[src/rtl/gpio_apb_sequencer12.sv]
// gpio_apb_sequencer12
//
// APB master in front of the gpio_lite12 slave port. It serves two sources:
//   - a configuration requester (cfg_*), which gets single register reads or writes
//   - the GPIO interrupt line, which triggers an autonomous read of the
//     clear-on-read interrupt status register
// Round-robin arbitration decides between the two sources. After each
// interrupt read, a holdoff window masks gpio_int12 until the GPIO has had time
// to drop the line.
//
// Optional build macro: GPIO_SEQ_IRQ_COUNT_EN adds a saturating count of serviced
// interrupts on irq_count12. Without it, irq_count12 is tied to 0.
//
// Ports:
//   pclk12        in   APB clock, rising edge
//   n_p_reset12   in   synchronous active-low reset
//   cfg_req12     in   config request, fields stable until cfg_ack12
//   cfg_write12   in   1 = write, 0 = read
//   cfg_addr12    in   [5:0] register address
//   cfg_wdata12   in   [15:0] write data
//   cfg_ack12     out  one-cycle completion pulse
//   cfg_rdata12   out  [15:0] read data, held until next ack
//   gpio_int12    in   interrupt from gpio_lite12
//   irq_en12      in   enables autonomous interrupt service
//   irq_valid12   out  one-cycle pulse, irq_status12 updated
//   irq_status12  out  [15:0] last interrupt status read
//   irq_count12   out  [IRQ_CNT_W-1:0] serviced interrupt count
//   psel12, penable12, pwrite12, paddr12[5:0], pwdata12[31:0]  out  APB request
//   prdata12      in   [31:0] APB read data, low half used

module gpio_apb_sequencer12 #(
  parameter logic [5:0]  ISR_ADDR  = 6'h20,
  parameter int unsigned HOLDOFF   = 2,
  parameter int unsigned IRQ_CNT_W = 16
) (
  input  logic                 pclk12,
  input  logic                 n_p_reset12,
  input  logic                 cfg_req12,
  input  logic                 cfg_write12,
  input  logic [5:0]           cfg_addr12,
  input  logic [15:0]          cfg_wdata12,
  output logic                 cfg_ack12,
  output logic [15:0]          cfg_rdata12,
  input  logic                 gpio_int12,
  input  logic                 irq_en12,
  output logic                 irq_valid12,
  output logic [15:0]          irq_status12,
  output logic [IRQ_CNT_W-1:0] irq_count12,
  output logic                 psel12,
  output logic                 penable12,
  output logic                 pwrite12,
  output logic [5:0]           paddr12,
  output logic [31:0]          pwdata12,
  input  logic [31:0]          prdata12
);

  localparam logic [3:0] HoldLoad = 4'(HOLDOFF);

  typedef enum logic [1:0] {StIdle, StSetup, StAccess, StHold} state_e;

  state_e      state_q, state_d;
  logic        src_irq_q, src_irq_d;   // source of the transfer in flight
  logic        rr_irq_q, rr_irq_d;     // 1: IRQ wins the next tie
  logic [5:0]  addr_q, addr_d;
  logic        write_q, write_d;
  logic [15:0] wdata_q, wdata_d;
  logic [3:0]  hold_cnt_q, hold_cnt_d;
  logic        ack_q, ack_d;
  logic        valid_q, valid_d;
  logic [15:0] rdata_q, rdata_d;
  logic [15:0] status_q, status_d;

  logic irq_pending, cfg_pending;
  logic grant_irq, grant_cfg;

  // Only the low half of prdata12 carries GPIO register data.
  logic unused_prdata_hi;
  assign unused_prdata_hi = ^prdata12[31:16];

  // The holdoff counter masks the interrupt line in every state, so a cfg
  // transfer granted out of HOLD cannot open an early window for the IRQ.
  assign irq_pending = gpio_int12 & irq_en12 & (hold_cnt_q == 4'd0);
  // The requester still holds cfg_req12 during its ack cycle. Mask it so the
  // same request is not granted twice.
  assign cfg_pending = cfg_req12 & ~ack_q;

  always_comb begin
    state_d    = state_q;
    src_irq_d  = src_irq_q;
    rr_irq_d   = rr_irq_q;
    addr_d     = addr_q;
    write_d    = write_q;
    wdata_d    = wdata_q;
    rdata_d    = rdata_q;
    status_d   = status_q;
    ack_d      = 1'b0;
    valid_d    = 1'b0;
    hold_cnt_d = (hold_cnt_q != 4'd0) ? hold_cnt_q - 4'd1 : 4'd0;
    grant_irq  = 1'b0;
    grant_cfg  = 1'b0;

    unique case (state_q)
      StIdle: begin
        if (irq_pending && cfg_pending) begin
          grant_irq = rr_irq_q;
          grant_cfg = ~rr_irq_q;
        end else begin
          grant_irq = irq_pending;
          grant_cfg = cfg_pending;
        end
      end
      StSetup: state_d = StAccess;
      StAccess: begin
        if (src_irq_q) begin
          valid_d    = 1'b1;
          status_d   = prdata12[15:0];
          hold_cnt_d = HoldLoad;
          state_d    = StHold;
        end else begin
          ack_d = 1'b1;
          if (!write_q) rdata_d = prdata12[15:0];
          state_d = StIdle;
        end
      end
      StHold: begin
        // IRQ is masked here, so only the requester competes.
        grant_cfg = cfg_pending;
        if (hold_cnt_q <= 4'd1) state_d = StIdle;
      end
      default: state_d = StIdle;
    endcase

    if (grant_irq) begin
      state_d   = StSetup;
      src_irq_d = 1'b1;
      rr_irq_d  = 1'b0;
      addr_d    = ISR_ADDR;
      write_d   = 1'b0;
      wdata_d   = 16'h0000;
    end else if (grant_cfg) begin
      state_d   = StSetup;
      src_irq_d = 1'b0;
      rr_irq_d  = 1'b1;
      addr_d    = cfg_addr12;
      write_d   = cfg_write12;
      wdata_d   = cfg_wdata12;
    end
  end

  always_ff @(posedge pclk12) begin
    if (!n_p_reset12) begin
      state_q    <= StIdle;
      src_irq_q  <= 1'b0;
      rr_irq_q   <= 1'b1;
      addr_q     <= 6'h00;
      write_q    <= 1'b0;
      wdata_q    <= 16'h0000;
      hold_cnt_q <= 4'd0;
      ack_q      <= 1'b0;
      valid_q    <= 1'b0;
      rdata_q    <= 16'h0000;
      status_q   <= 16'h0000;
    end else begin
      state_q    <= state_d;
      src_irq_q  <= src_irq_d;
      rr_irq_q   <= rr_irq_d;
      addr_q     <= addr_d;
      write_q    <= write_d;
      wdata_q    <= wdata_d;
      hold_cnt_q <= hold_cnt_d;
      ack_q      <= ack_d;
      valid_q    <= valid_d;
      rdata_q    <= rdata_d;
      status_q   <= status_d;
    end
  end

`ifdef GPIO_SEQ_IRQ_COUNT_EN
  logic [IRQ_CNT_W-1:0] irq_count_q;

  // Count on the edge that raises irq_valid12, so the new count is visible
  // together with the pulse.
  always_ff @(posedge pclk12) begin
    if (!n_p_reset12) begin
      irq_count_q <= '0;
    end else if (valid_d && !(&irq_count_q)) begin
      irq_count_q <= irq_count_q + {{(IRQ_CNT_W-1){1'b0}}, 1'b1};
    end
  end

  assign irq_count12 = irq_count_q;
`else
  assign irq_count12 = '0;
`endif

  assign psel12       = (state_q == StSetup) || (state_q == StAccess);
  assign penable12    = (state_q == StAccess);
  assign pwrite12     = write_q;
  assign paddr12      = addr_q;
  assign pwdata12     = {16'h0000, wdata_q};
  assign cfg_ack12    = ack_q;
  assign cfg_rdata12  = rdata_q;
  assign irq_valid12  = valid_q;
  assign irq_status12 = status_q;

endmodule

[config.mk]
export PLATFORM = sky130hd
export DESIGN_NAME = gpio_apb_sequencer12
export DESIGN_NICKNAME = d
export VERILOG_FILES = /design/src/rtl/gpio_apb_sequencer12.sv
export SDC_FILE = /design/constraint.sdc
export NUM_CORES = 1
export LEC_CHECK = 0
export ABC_CLOCK_PERIOD_IN_PS = 2560
export CORE_AREA = 3 3 66 80
export DETAILED_ROUTE_END_ITERATION = 7
export DIE_AREA = 0 0 69 83
export DONT_BUFFER_PORTS = 1
export PLACE_DENSITY = 0.76
export RECOVER_POWER = 100
export SLEW_MARGIN = 20
export SYNTH_ARGS = -nofsm -noshare
export SYNTH_HDL_FRONTEND = slang
export SYNTH_SLANG_ARGS = --single-unit
export TNS_END_PERCENT = 50
[constraint.sdc]
create_clock -name pclk12 -period 2.56 [get_ports pclk12]
set_input_delay 0 -clock pclk12 [delete_from_list [all_inputs] [get_ports pclk12]]
set_output_delay 0 -clock pclk12 [all_outputs]
set_load 0.005 [all_outputs]
# Word-level counts from Yosys, hierarchy flattened
# Cells that the tools add are included.
[totals]
regBits = 65
input_bits = 60
out_inout_bits = 91
word_cells = 63
[op_classes]
addsub = 1
order_cmp = 1
n_eq_ne = 5
muxes = 20
bitwise = 8
n_reduce_logical = 15
[op_table]
columns = ["operator", "count"]
rows = [
  ["$mux 4", 3],
  ["$mux 6", 2],
  ["$mux 1", 11],
  ["$reduce_and 2->1", 4],
  ["$pmux 2 s3", 1],
  ["$not 1->1", 5],
  ["$reduce_bool 5->1", 1],
  ["$eq 2x2->1 const B", 2],
  ["$le 4x1->1 const B", 1],
  ["$logic_not 4->1", 1],
  ["$mux 2", 2],
  ["$ne 4x4->1 const B", 1],
  ["$reduce_bool 4->1", 1],
  ["$sub 4x1->4 const B", 1],
  ["$and 1x1->1", 3],
  ["$reduce_and 3->1", 1],
  ["$reduce_bool 3->1", 1],
  ["$reduce_or 3->1", 1],
  ["$eq 2x1->1 const B", 1],
  ["$logic_not 2->1", 1],
  ["$ne 2x2->1 const B", 1],
  ["$pmux 1 s2", 1],
  ["$reduce_bool 2->1", 1],
  ["$reduce_or 2->1", 1],
  ["other kinds (2)", 2],
]

# Depth between registers and ports, before layout
[logic_depth]
depth_word = 7
depth_mapped = 8
mapped_depth_nobuf = 6

# Least setup slack after synthesis
# OpenSTA, ideal clock, no wires.
[synth_timing]
path_kind = "register to register"
start = "reg state_q[0]"
end = "reg addr_q[4] (netlist: paddr12[4])"
setup_ps = 117
t_arrival_ps = 1792
required_time_ps = 2443
slack_ps = 651
path_stages_with_launch = 9
n_path_buf = 2
synth_period_minus_slack_ps = 1909
path_cell_list = "dfxtp_1 > inv_1 > ha_1 > or3b_1 > a211oi_2 > buf_6 > buf_12 > mux2i_1 > nor2_1"
[synth_via]
elab_chain_cells = 3
elab_cells_between_ends = 5
cone_classes = "1 x eq/ne; 2 x mux; 2 x reduce/logical"
[synth_rtl]
columns = ["item", "line", "source"]
rows = [
  ["from (decl)", "61", "state_e state_q, state_d;"],
  ["from (signal assigned)", "152", "state_q <= StIdle;"],
  ["from (signal assigned)", "164", "state_q <= state_d;"],
  ["$logic_not 2->1", "102", "unique case (state_q)"],
  ["$mux 1", "102", ""],
  ["$reduce_or 2->1 (no line)", "--", ""],
  ["to (signal assigned)", "167", "addr_q <= addr_d;"],
  ["to (decl)", "64", "logic [5:0] addr_q, addr_d;"],
]
# Several ways; a longest one is shown, not always the timed one.
# A chain may end at the register's enable or synchronous reset.

# Final worst setup path
[layout_timing]
start = "reg state_q[0]"
end = "reg rr_irq_q"
[layout_via]
elab_chain_cells = 3
elab_cells_between_ends = 6
cone_classes = "1 x eq/ne; 3 x mux; 2 x reduce/logical"
[layout_rtl]
columns = ["item", "line", "source"]
rows = [
  ["$eq 2x2->1 or $logic_not 2->1 (tied branches)", "102", ""],
  ["$pmux 1 s2 or $mux 1 (tied branches)", "102", ""],
  ["$reduce_bool 2->1 (no line) or $mux 1 (tied branches)", "--", ""],
  ["to (signal assigned)", "166", "rr_irq_q <= rr_irq_d;"],
  ["to (decl)", "63", "logic rr_irq_q, rr_irq_d;"],
]
# Several ways; a longest one is shown, not always the timed one.

==> flow_summary_export.csv <==
group,metric,value,unit
placement,hpwl,3.769,mm
die,die_h,83,um
die,initial_utilization,61.03,%
synth,ys_seq_area_share,46.41,%
power_and_ir_drop,p_leak,1.281,nW
detailed_routing,drtIter0Drc,133,
placement,post_dp_cell_area,0.002691,mm2
layout,area_growth,19.59,%
worst_setup_path,reg2regPathDepth,8,
grt,grt_overflow,0,
worst_setup_path,cp-endpoint,"rr_irq_q$_SDFFE_PN1P_",
detailed_routing,ant_nets,0,
synth,synthTopCellsByCount,"69 x nand2_1, 65 x dfxtp_1, 32 x buf_4, 30 x a21boi_0, 26 x nor2_1",
power_and_ir_drop,max-vdd-ir-drop,566.8,uV
clocking,insertion_delay,0.33,ns
synth,synth_seq_cells,65,
worst_setup_path,cp.arrival,2.69,ns
sta,setup_tns,0,ns
synth,ys_types,35,
synth,netlist_area,0.002804,mm2
sta,finalMaxSlewViolations,0,
sta,final-hold-violation-count,0,
worst_setup_path,r2r_end,"rr_irq_q$_SDFFE_PN1P_",
sta,worst_pin_slew,0.9816,ns
clocking,cts_tree,"built",
placement,io_buffers,0,
sta,slew-limit-headroom,34.52,%
layout,stdcell_area,0.003353,mm2
layout,fillers,326,
synth,synthMostInstantiatedCell,"nand2_1",
clocking,clockRootBuffer,"clkbuf_8",
outcome,outcome,"complete, no violations",
placement,dp_slack,0.4746,ns
layout,antenna_cells,0,
placement,gp_congestion,0.7336,
sta,fin_ws,0.1478,ns
die,io_pins,151,
detailed_routing,drc_errors,0,
worst_setup_path,required,2.84,ns
clocking,htree_num_levels,3,
sta,timing.fmax,414.6,MHz
worst_setup_path,cp-end-kind,"flop",
clocking,path_clk_slew,0.06,ns
detailed_routing,wl_per_cell,15.24,um
synth,async_reset_ff_share,0,%
detailed_routing,vias,2114,
synth,synth-main-ff-cell,"dfxtp_1",
synth,yosys_warnings,0,
clocking,clkSinkCount,65,
synth,synth_edf_count,0,
job,cap_viol_max_count,0,
min_path,hp-class,"input pin to flop",
power_and_ir_drop,finalPower,2.836,mW
synth,synth.avg_cell_area,9.193,um2
sta,finalCriticalPeriod,2.412,ns
grt,grt_use_total,21.61,%
die,die_area,0.005727,mm2
synth,synthTopCellsByArea,"dfxtp_1 46%, nand2_1 9.2%, buf_4 8.6%",
synth,synth_area_leader_cell,"dfxtp_1",
clocking,clock_path_buffers,2,
synth,syn_inst,305,
worst_setup_path,setup.worst_path.start,"state_q[0]$_SDFFE_PN0P_",
detailed_routing,postRouteWirelength,6.232,mm
worst_setup_path,critical_path_class,"flop to flop",
synth,synth_top_area_share,46.41,%
sta,rsz0062_at_grt,"false",
power_and_ir_drop,power_density,845.7,mW/mm2
sta,period_share,94.23,%
grt,grt_max_degree,41,
sta,setup_violations,0,
worst_setup_path,timing.rr.start,"state_q[0]$_SDFFE_PN0P_",
die,rows,27,
die,die_width,69,um
detailed_routing,dr.pass1.iters,4,
layout,nets,412,
grt,antenna_found_initial,0,
worst_setup_path,cp_max_fo,4,
detailed_routing,vias_per_cell,5.169,
die,core,0.004594,mm2
sta,fin_skew,0.004625,ns
worst_setup_path,startpoint_type,"flop",
worst_setup_path,r2r_slack,0.15,ns
layout,drive_gt1_share,7.692,%
grt,grt_pass1_wl,10.12,mm
clocking,cts_made_buffers,9,
grt,grt_pass1_vias,2124,
==> how the worst min path moves through the flow <==
stage	from	end	slack [ns]	cells past startpoint
floorplan	prdata12[11]	cfg_rdata12[11]$_SDFFE_PN0P_	0.13	2
global placement	n_p_reset12	rr_irq_q$_SDFFE_PN1P_	0.07	1
detailed placement	n_p_reset12	rr_irq_q$_SDFFE_PN1P_	0.07	1
CTS	n_p_reset12	wdata_q[7]$_SDFFE_PP0P_	0.03	2
global route	n_p_reset12	wdata_q[7]$_SDFFE_PP0P_	0.06	2
finish	n_p_reset12	wdata_q[7]$_SDFFE_PP0P_	0.03	2
==> worst max-delay path, cell delays in order, from the launching register on <==
cell and delay, ns:
dfxtp_1 0.38, inv_1 0.10, ha_1 0.33, or3b_1 0.40, a211oi_4 0.30, buf_12 0.14
o21ai_0 0.08, nand2_1 0.09, dlygate4sd3_1 0.54
==> cells in the final DEF, fill, tap and decap left out, types with 5 or more instances in the layout <==
cell	instances
dfxtp_1	65
nor2_1	26
mux2i_1	23
conb_1	32
nand2_1	69
a21boi_0	34
clkbuf_8	11
ha_1	5
dlygate4sd3_1	41
o21ai_0	5
==> where the power goes <==
| group | internal, mW | total, mW | switching, mW |
|---|---|---|---|
| registers | 1.14 | 1.25 | 0.110 |
| clock network | 0.494 | 0.851 | 0.356 |
| logic | 0.354 | 0.733 | 0.379 |
| total | 1.99 | 2.84 | 0.845 |
==> routing by layer <==
metal	wire length [um]	GRT usage (%)
met1	2366	23.78
met2	3113	36.28
met3	629	9.201
met4	123	8.881
met5	0	0
==> kinds of logic (layout without fill, tap and decap cells) <==
logic type	count (synthesis)	count (layout)	synth area share, %
compound gates	48	48	12.54
flops	65	65	46.41
buf+inv	51	66	12.81
mux	23	23	8.211
simple gates	112	112	17.67
other cells	1	32	0.1337
fa+ha+maj	5	5	2.231
==> final cells by class <==
type                            count  area, um2  share of cell area (%)
Timing Repair Buffer               49      509.2                   15.19
Tap cell                           58      72.57                   2.164
Clock inverter                      3      40.04                   1.194
Sequential cell                    65       1301                   38.81
Clock buffer                       12      155.1                   4.627
Multi-Input combinational cell    220       1267                   37.80
Inverter                            2      7.507                  0.2239
==> stage by stage <==
stage | hold slack [ns] | std cells | utilization [%]
after floorplan | 0.1348 | 336 | -
after global placement | 0.07075 | 349 | 58.58
after detailed placement | 0.07241 | 349 | 58.58
after CTS | 0.02744 | 406 | 72.20
after global routing | 0.05867 | 409 | 72.98
final | 0.02782 | 409 | 72.98
==> what timing repair did <==
action                                 4_1_cts  5_1_grt
setup endpoints to repair                    0        1
setup buffers                                0        2
endpoints found under the hold margin       64        0
hold buffers                                42        0
gates resized for setup                      0        0
==> flip-flops by register name, summed over array words and instances (netlist names) <==
signal	flops
wdata_q	16
state_q	2
pwrite12	1
hold_cnt_q	4
paddr12	6
cfg_rdata12	16
cfg_ack12	1
irq_valid12	1
src_irq_q	1
rr_irq_q	1
irq_status12	16
Note: power is estimated with default switching activity, not from simulation.
